--- config.mk ---
export PLATFORM = sky130hd
export DESIGN_NAME = fpcvt_sequencer
export DESIGN_NICKNAME = d
export VERILOG_FILES = /design/src/rtl/fpcvt_pkg.sv /design/src/rtl/significand_extractor.sv /design/src/rtl/fpcvt_sequencer.sv
export SDC_FILE = /design/constraint.sdc
export NUM_CORES = 1
export LEC_CHECK = 0
export CAP_MARGIN = 20
export CORE_ASPECT_RATIO = 1.2
export CORE_UTILIZATION = 40
export DETAILED_ROUTE_END_ITERATION = 10
export PLACE_DENSITY_LB_ADDON = 0.05
export SETUP_SLACK_MARGIN = 0.5
export SLEW_MARGIN = 20
export SYNTH_ARGS = -nofsm -noshare
export SYNTH_HDL_FRONTEND = slang
export SYNTH_HIERARCHICAL = 1
export SYNTH_SLANG_ARGS = --single-unit
--- constraint.sdc ---
create_clock -name clk -period 4 [get_ports clk]
set_clock_uncertainty 0.05 [all_clocks]
set_input_delay 0.4 -clock clk [delete_from_list [all_inputs] [get_ports clk]]
set_output_delay 0.4 -clock clk [all_outputs]
set_load 0.005 [all_outputs]
--- src/rtl/fpcvt_pkg.sv ---
// fpcvt_pkg: shared state encoding and format constants for the
// 12-bit sample to S/E3/F4 floating-point converter.
package fpcvt_pkg;

  typedef enum logic [2:0] {
    S_IDLE  = 3'd0,
    S_ABS   = 3'd1,
    S_SCAN  = 3'd2,
    S_ROUND = 3'd3,
    S_OUT   = 3'd4
  } state_t;

  localparam logic [2:0]  FP_EXP_MAX  = 3'd7;
  localparam logic [3:0]  FP_SIG_MAX  = 4'd15;
  localparam logic [3:0]  FP_SIG_WRAP = 4'd8;
  localparam logic [11:0] SAT_MAG     = 12'h7FF;

endpackage

--- src/rtl/significand_extractor.sv ---
// significand_extractor: picks the 4-bit window d[exp+3:exp]
// and the first bit below it, used as the rounding bit.
module significand_extractor (
  input  logic [11:0] d,
  input  logic [2:0]  exp,
  output logic [3:0]  sig,
  output logic        fifth
);

  logic [3:0] below;

  always_comb begin
    sig   = 4'(d >> exp);
    below = {1'b0, exp} - 4'd1;
    fifth = (exp != 3'd0) && d[below];
  end

endmodule

--- src/rtl/fpcvt_sequencer.sv ---
// fpcvt_sequencer: multi-cycle sample-to-float converter with
// a bit-serial leading-one scan and round-to-nearest-up.
module fpcvt_sequencer
  import fpcvt_pkg::*;
(
  input  logic        clk,
  input  logic        rst,
  input  logic        in_valid,
  output logic        in_ready,
  input  logic [11:0] in_d,
  output logic        out_valid,
  input  logic        out_ready,
  output logic        out_s,
  output logic [2:0]  out_e,
  output logic [3:0]  out_f,
  output logic        busy
);

  state_t      state;
  logic [11:0] in_q;
  logic        sign;
  logic [11:0] mag;
  logic [2:0]  exp;

  logic [11:0] mag_abs;
  logic [3:0]  top_idx;
  logic        hit;
  logic [3:0]  sig;
  logic        fifth;
  logic [2:0]  rnd_e;
  logic [3:0]  rnd_f;

  significand_extractor u_sig (
    .d     (mag),
    .exp   (exp),
    .sig   (sig),
    .fifth (fifth)
  );

  // -2048 has no positive twin in 12 bits, so clamp it.
  always_comb begin
    mag_abs = in_q;
    if (in_q == 12'h800)
      mag_abs = SAT_MAG;
    else if (in_q[11])
      mag_abs = 12'd0 - in_q;
  end

  always_comb begin
    top_idx = {1'b0, exp} + 4'd3;
    hit     = mag[top_idx];
  end

  always_comb begin
    rnd_e = exp;
    rnd_f = sig;
    if (fifth) begin
      if (sig != FP_SIG_MAX) begin
        rnd_f = sig + 4'd1;
      end else if (exp != FP_EXP_MAX) begin
        rnd_e = exp + 3'd1;
        rnd_f = FP_SIG_WRAP;
      end
    end
  end

  always_ff @(posedge clk) begin
    if (rst) begin
      state     <= S_IDLE;
      in_ready  <= 1'b1;
      busy      <= 1'b0;
      out_valid <= 1'b0;
      out_s     <= 1'b0;
      out_e     <= 3'd0;
      out_f     <= 4'd0;
      in_q      <= 12'd0;
      sign      <= 1'b0;
      mag       <= 12'd0;
      exp       <= 3'd0;
    end else begin
      unique case (state)
        S_IDLE: begin
          if (in_valid) begin
            in_q     <= in_d;
            in_ready <= 1'b0;
            busy     <= 1'b1;
            state    <= S_ABS;
          end
        end
        S_ABS: begin
          sign  <= in_q[11];
          mag   <= mag_abs;
          exp   <= FP_EXP_MAX;
          state <= S_SCAN;
        end
        S_SCAN: begin
          if (exp == 3'd0 || hit)
            state <= S_ROUND;
          else
            exp <= exp - 3'd1;
        end
        S_ROUND: begin
          out_s     <= sign;
          out_e     <= rnd_e;
          out_f     <= rnd_f;
          out_valid <= 1'b1;
          state     <= S_OUT;
        end
        S_OUT: begin
          if (out_ready) begin
            out_valid <= 1'b0;
            in_ready  <= 1'b1;
            busy      <= 1'b0;
            state     <= S_IDLE;
          end
        end
        default: begin
          state    <= S_IDLE;
          in_ready <= 1'b1;
          busy     <= 1'b0;
        end
      endcase
    end
  end

endmodule

==> out/qor.txt <==
Outcome - complete, no violations
Syn Std Cell Area - 2550 um^2
Leak - 0.971 nW
Largest net degree at the start of global routing - 28
Max cap viols - 0
Drt total wl - 5470 um
Vias in the first global route - 1934
Worst Setup Start Kind - register
CP max FO - 23
Area of the multi-input gates - 1560 um^2
Finished Cell Area - 2930 um^2
CTS H-Tree Depth - 2
I/O Pins - 27
YS warnings - 6
FP Rows - 31
HP Class - register to register
Clock power share - 25.9%
Net load switching power - 0.443 mW
Routed Antenna Nets - 0
Initial Utilization - 41.8%
Sequential Power Share - 40.5%
RSZ-0062 raised after global routing - false
Global placement routability congestion - 0.729
Core Footprint - 6090 um^2
Final worst path period share - 71.8%
Least-Margin Pin Slew - 1.06 ns
Antenna cell count - 0
Post-placement cell area - 2820 um^2
WHS - 0.407 ns
Die width - 74.8 um
DR WL/cell - 13.8 um
Layout area overhead - 15.1%
Post-Syn Instances - 299
Top post-synthesis cells by area - dfxtp_1 33%, nand2_1 7.5%, mux4_2 6.2%
Die Y - 89.4 um
Synth Register Bits - 42
Placed cell count - 388
Fraction of layout cells with a size suffix above 1 - 11.8%
Fin nets - 336
CP arrival - 2.95 ns
Longest Clk Path Bufs - 2
Final setup fails - 0
Rel. slew slack - 29.2%
Critical Path RT - 4.08 ns
GRT Total Usage - 17.7%
Syn_area_per_cell - 8.52 um^2
Synth cell types - 60
Post-synthesis sequential area ratio - 33.0%
TritonCTS Sinks - 42
Global-route wire length before repair - 9110 um
Input/output buffers - 26
Via density - 5.26
Number of post-CTS setup repair buffers - 0
Power per Cell Area - 445 nW/um^2
Final Critical Period - 2.87 ns
Initial antenna violation count - 0
DR DRC count - 0
Net Sw Frac - 34.0%
Clk_lat worst skew - 0.30 ns
Post-route setup TNS - 0 ns
Synth Flop Type - dfxtp_1
Max Freq - 348 MHz
Fraction of registers with async set/reset - 0%
Combinational share of power - 33.6%
Crit. End Element - register
Register area - 841 um^2
Num CTS Buffers - 5
Filler cell count - 617
Synth area leader - dfxtp_1
Iteration-0 DRC Markers - 117
Root Buffer - clkbuf_8
Post-CTS sizing - 0
CTS tree - yes
Worst setup path category - register to register
Via count - 2083
Syn_nets - 322
Final Hold Viols - 0
Grt ovf - 0
Hpwl dp - 3980 um
Clock slew at reported path FFs - 0.09 ns
Peak VDD IR - 206 uV
Fin cells - 396
DRT Pass-1 Iters - 4
Number of synthesized flops with an enable pin - 0
Final slew viol count - 0
Area share of the largest cell type after synthesis - 33.0%
# hold bufs at CTS - 0
Die area - 6690 um^2
Int Power - 0.860 mW
## logic make-up after synthesis
group           synth area share [%]
buf+inv                         5.85
flops                           33.0
xor+xnor                        3.78
fa+ha+maj                       3.44
mux                             11.4
simple gates                    23.6
compound gates                  18.9
## metal layers
layer / share of wire, % / vias to the layer above / GRT usage [%]
li1: - / 1094 / -
met1: 46 / 955 / 21.7
met2: 50 / 29 / 31.1
met3: 2.3 / 5 / 3.38
met4: 1.1 / 0 / 5.15
met5: 0 / - / 0
## final cells by class
| type | count | share of cell area, % |
|---|---|---|
| multi-input combinational | 225 | 53.1 |
| clock inverter | 2 | 1.28 |
| timing repair buffer | 29 | 9.65 |
| inverter | 10 | 1.28 |
| tap | 82 | 3.50 |
| sequential | 42 | 28.7 |
| clock buffer | 6 | 2.48 |
## worst paths after layout
| path | cells past startpoint | slack [ns] | to | startpoint |
|---|---|---|---|---|
| min reg2reg | 2 | 0.41 | out_s | out_s |
| max | 7 | 1.13 | out_e[1] | exp[2] |
| max reg2reg | 7 | 1.13 | out_e[1] | exp[2] |
| min | 2 | 0.41 | out_s | out_s |
## critical path, stage by stage, from the launching register on
cell and delay, ns:
dfxtp_1 0.86, xor2_1 0.25, mux4_2 0.53, o22ai_2 0.32, nand4_1 0.13, a21oi_1 0.25, mux2i_1 0.22, a211oi_1 0.09
## cell usage in the layout, fill, tap and decap left out, types with 5 or more instances in the layout
master	n
clkbuf_8	5
ha_1	7
a211oi_1	14
nand2_1	51
nor3_1	7
mux2i_1	11
nor2_1	26
clkdlybuf4s50_1	26
a21oi_1	29
xor2_1	5
inv_1	9
dfxtp_1	42
o21ai_0	5
mux4_2	7
xnor2_1	6
## cell usage after synthesis (all sizes together), types with 4 or more instances
| cell type | count |
|---|---|
| a211oi | 14 |
| nand4 | 4 |
| clkbuf | 9 |
| inv | 10 |
| xnor2 | 6 |
| mux4 | 7 |
| nor3 | 7 |
| ha | 7 |
| xor2 | 5 |
| dfxtp | 42 |
| buf | 13 |
| nand2 | 51 |
| o21ai | 6 |
| nor2 | 26 |
| mux2i | 11 |
| a21oi | 29 |
## metrics by stage
step / worst slack [ns] / util, % / power [mW]
2_1_floorplan: 1.18 / - / 0.883
3_3_place_gp: 1.18 / 46.3 / 0.973
3_5_place_dp: 1.12 / 46.3 / 0.978
4_1_cts: 1.12 / 48.1 / 1.32
5_1_grt: 0.952 / 48.1 / 1.39
6_report: 1.13 / 48.1 / 1.30
## sequential cells by signal, indices dropped and copies added, names as in the netlist
name       cells
busy           1
exp            3
in_q          12
in_ready       1
mag           12
out_e          3
out_f          4
out_s          1
out_valid      1
sign           1
state          3
## power by group through the flow
stage / sequential, mW / clock, mW / combinational (mW)
after global routing: 0.535 / 0.366 / 0.488
after detailed placement: 0.538 / 0 / 0.440
after CTS: 0.528 / 0.349 / 0.442
after floorplan: 0.511 / 0 / 0.372
after global placement: 0.537 / 0 / 0.437
final: 0.528 / 0.337 / 0.438
No activity file was read; power rests on OpenSTA's default activity.
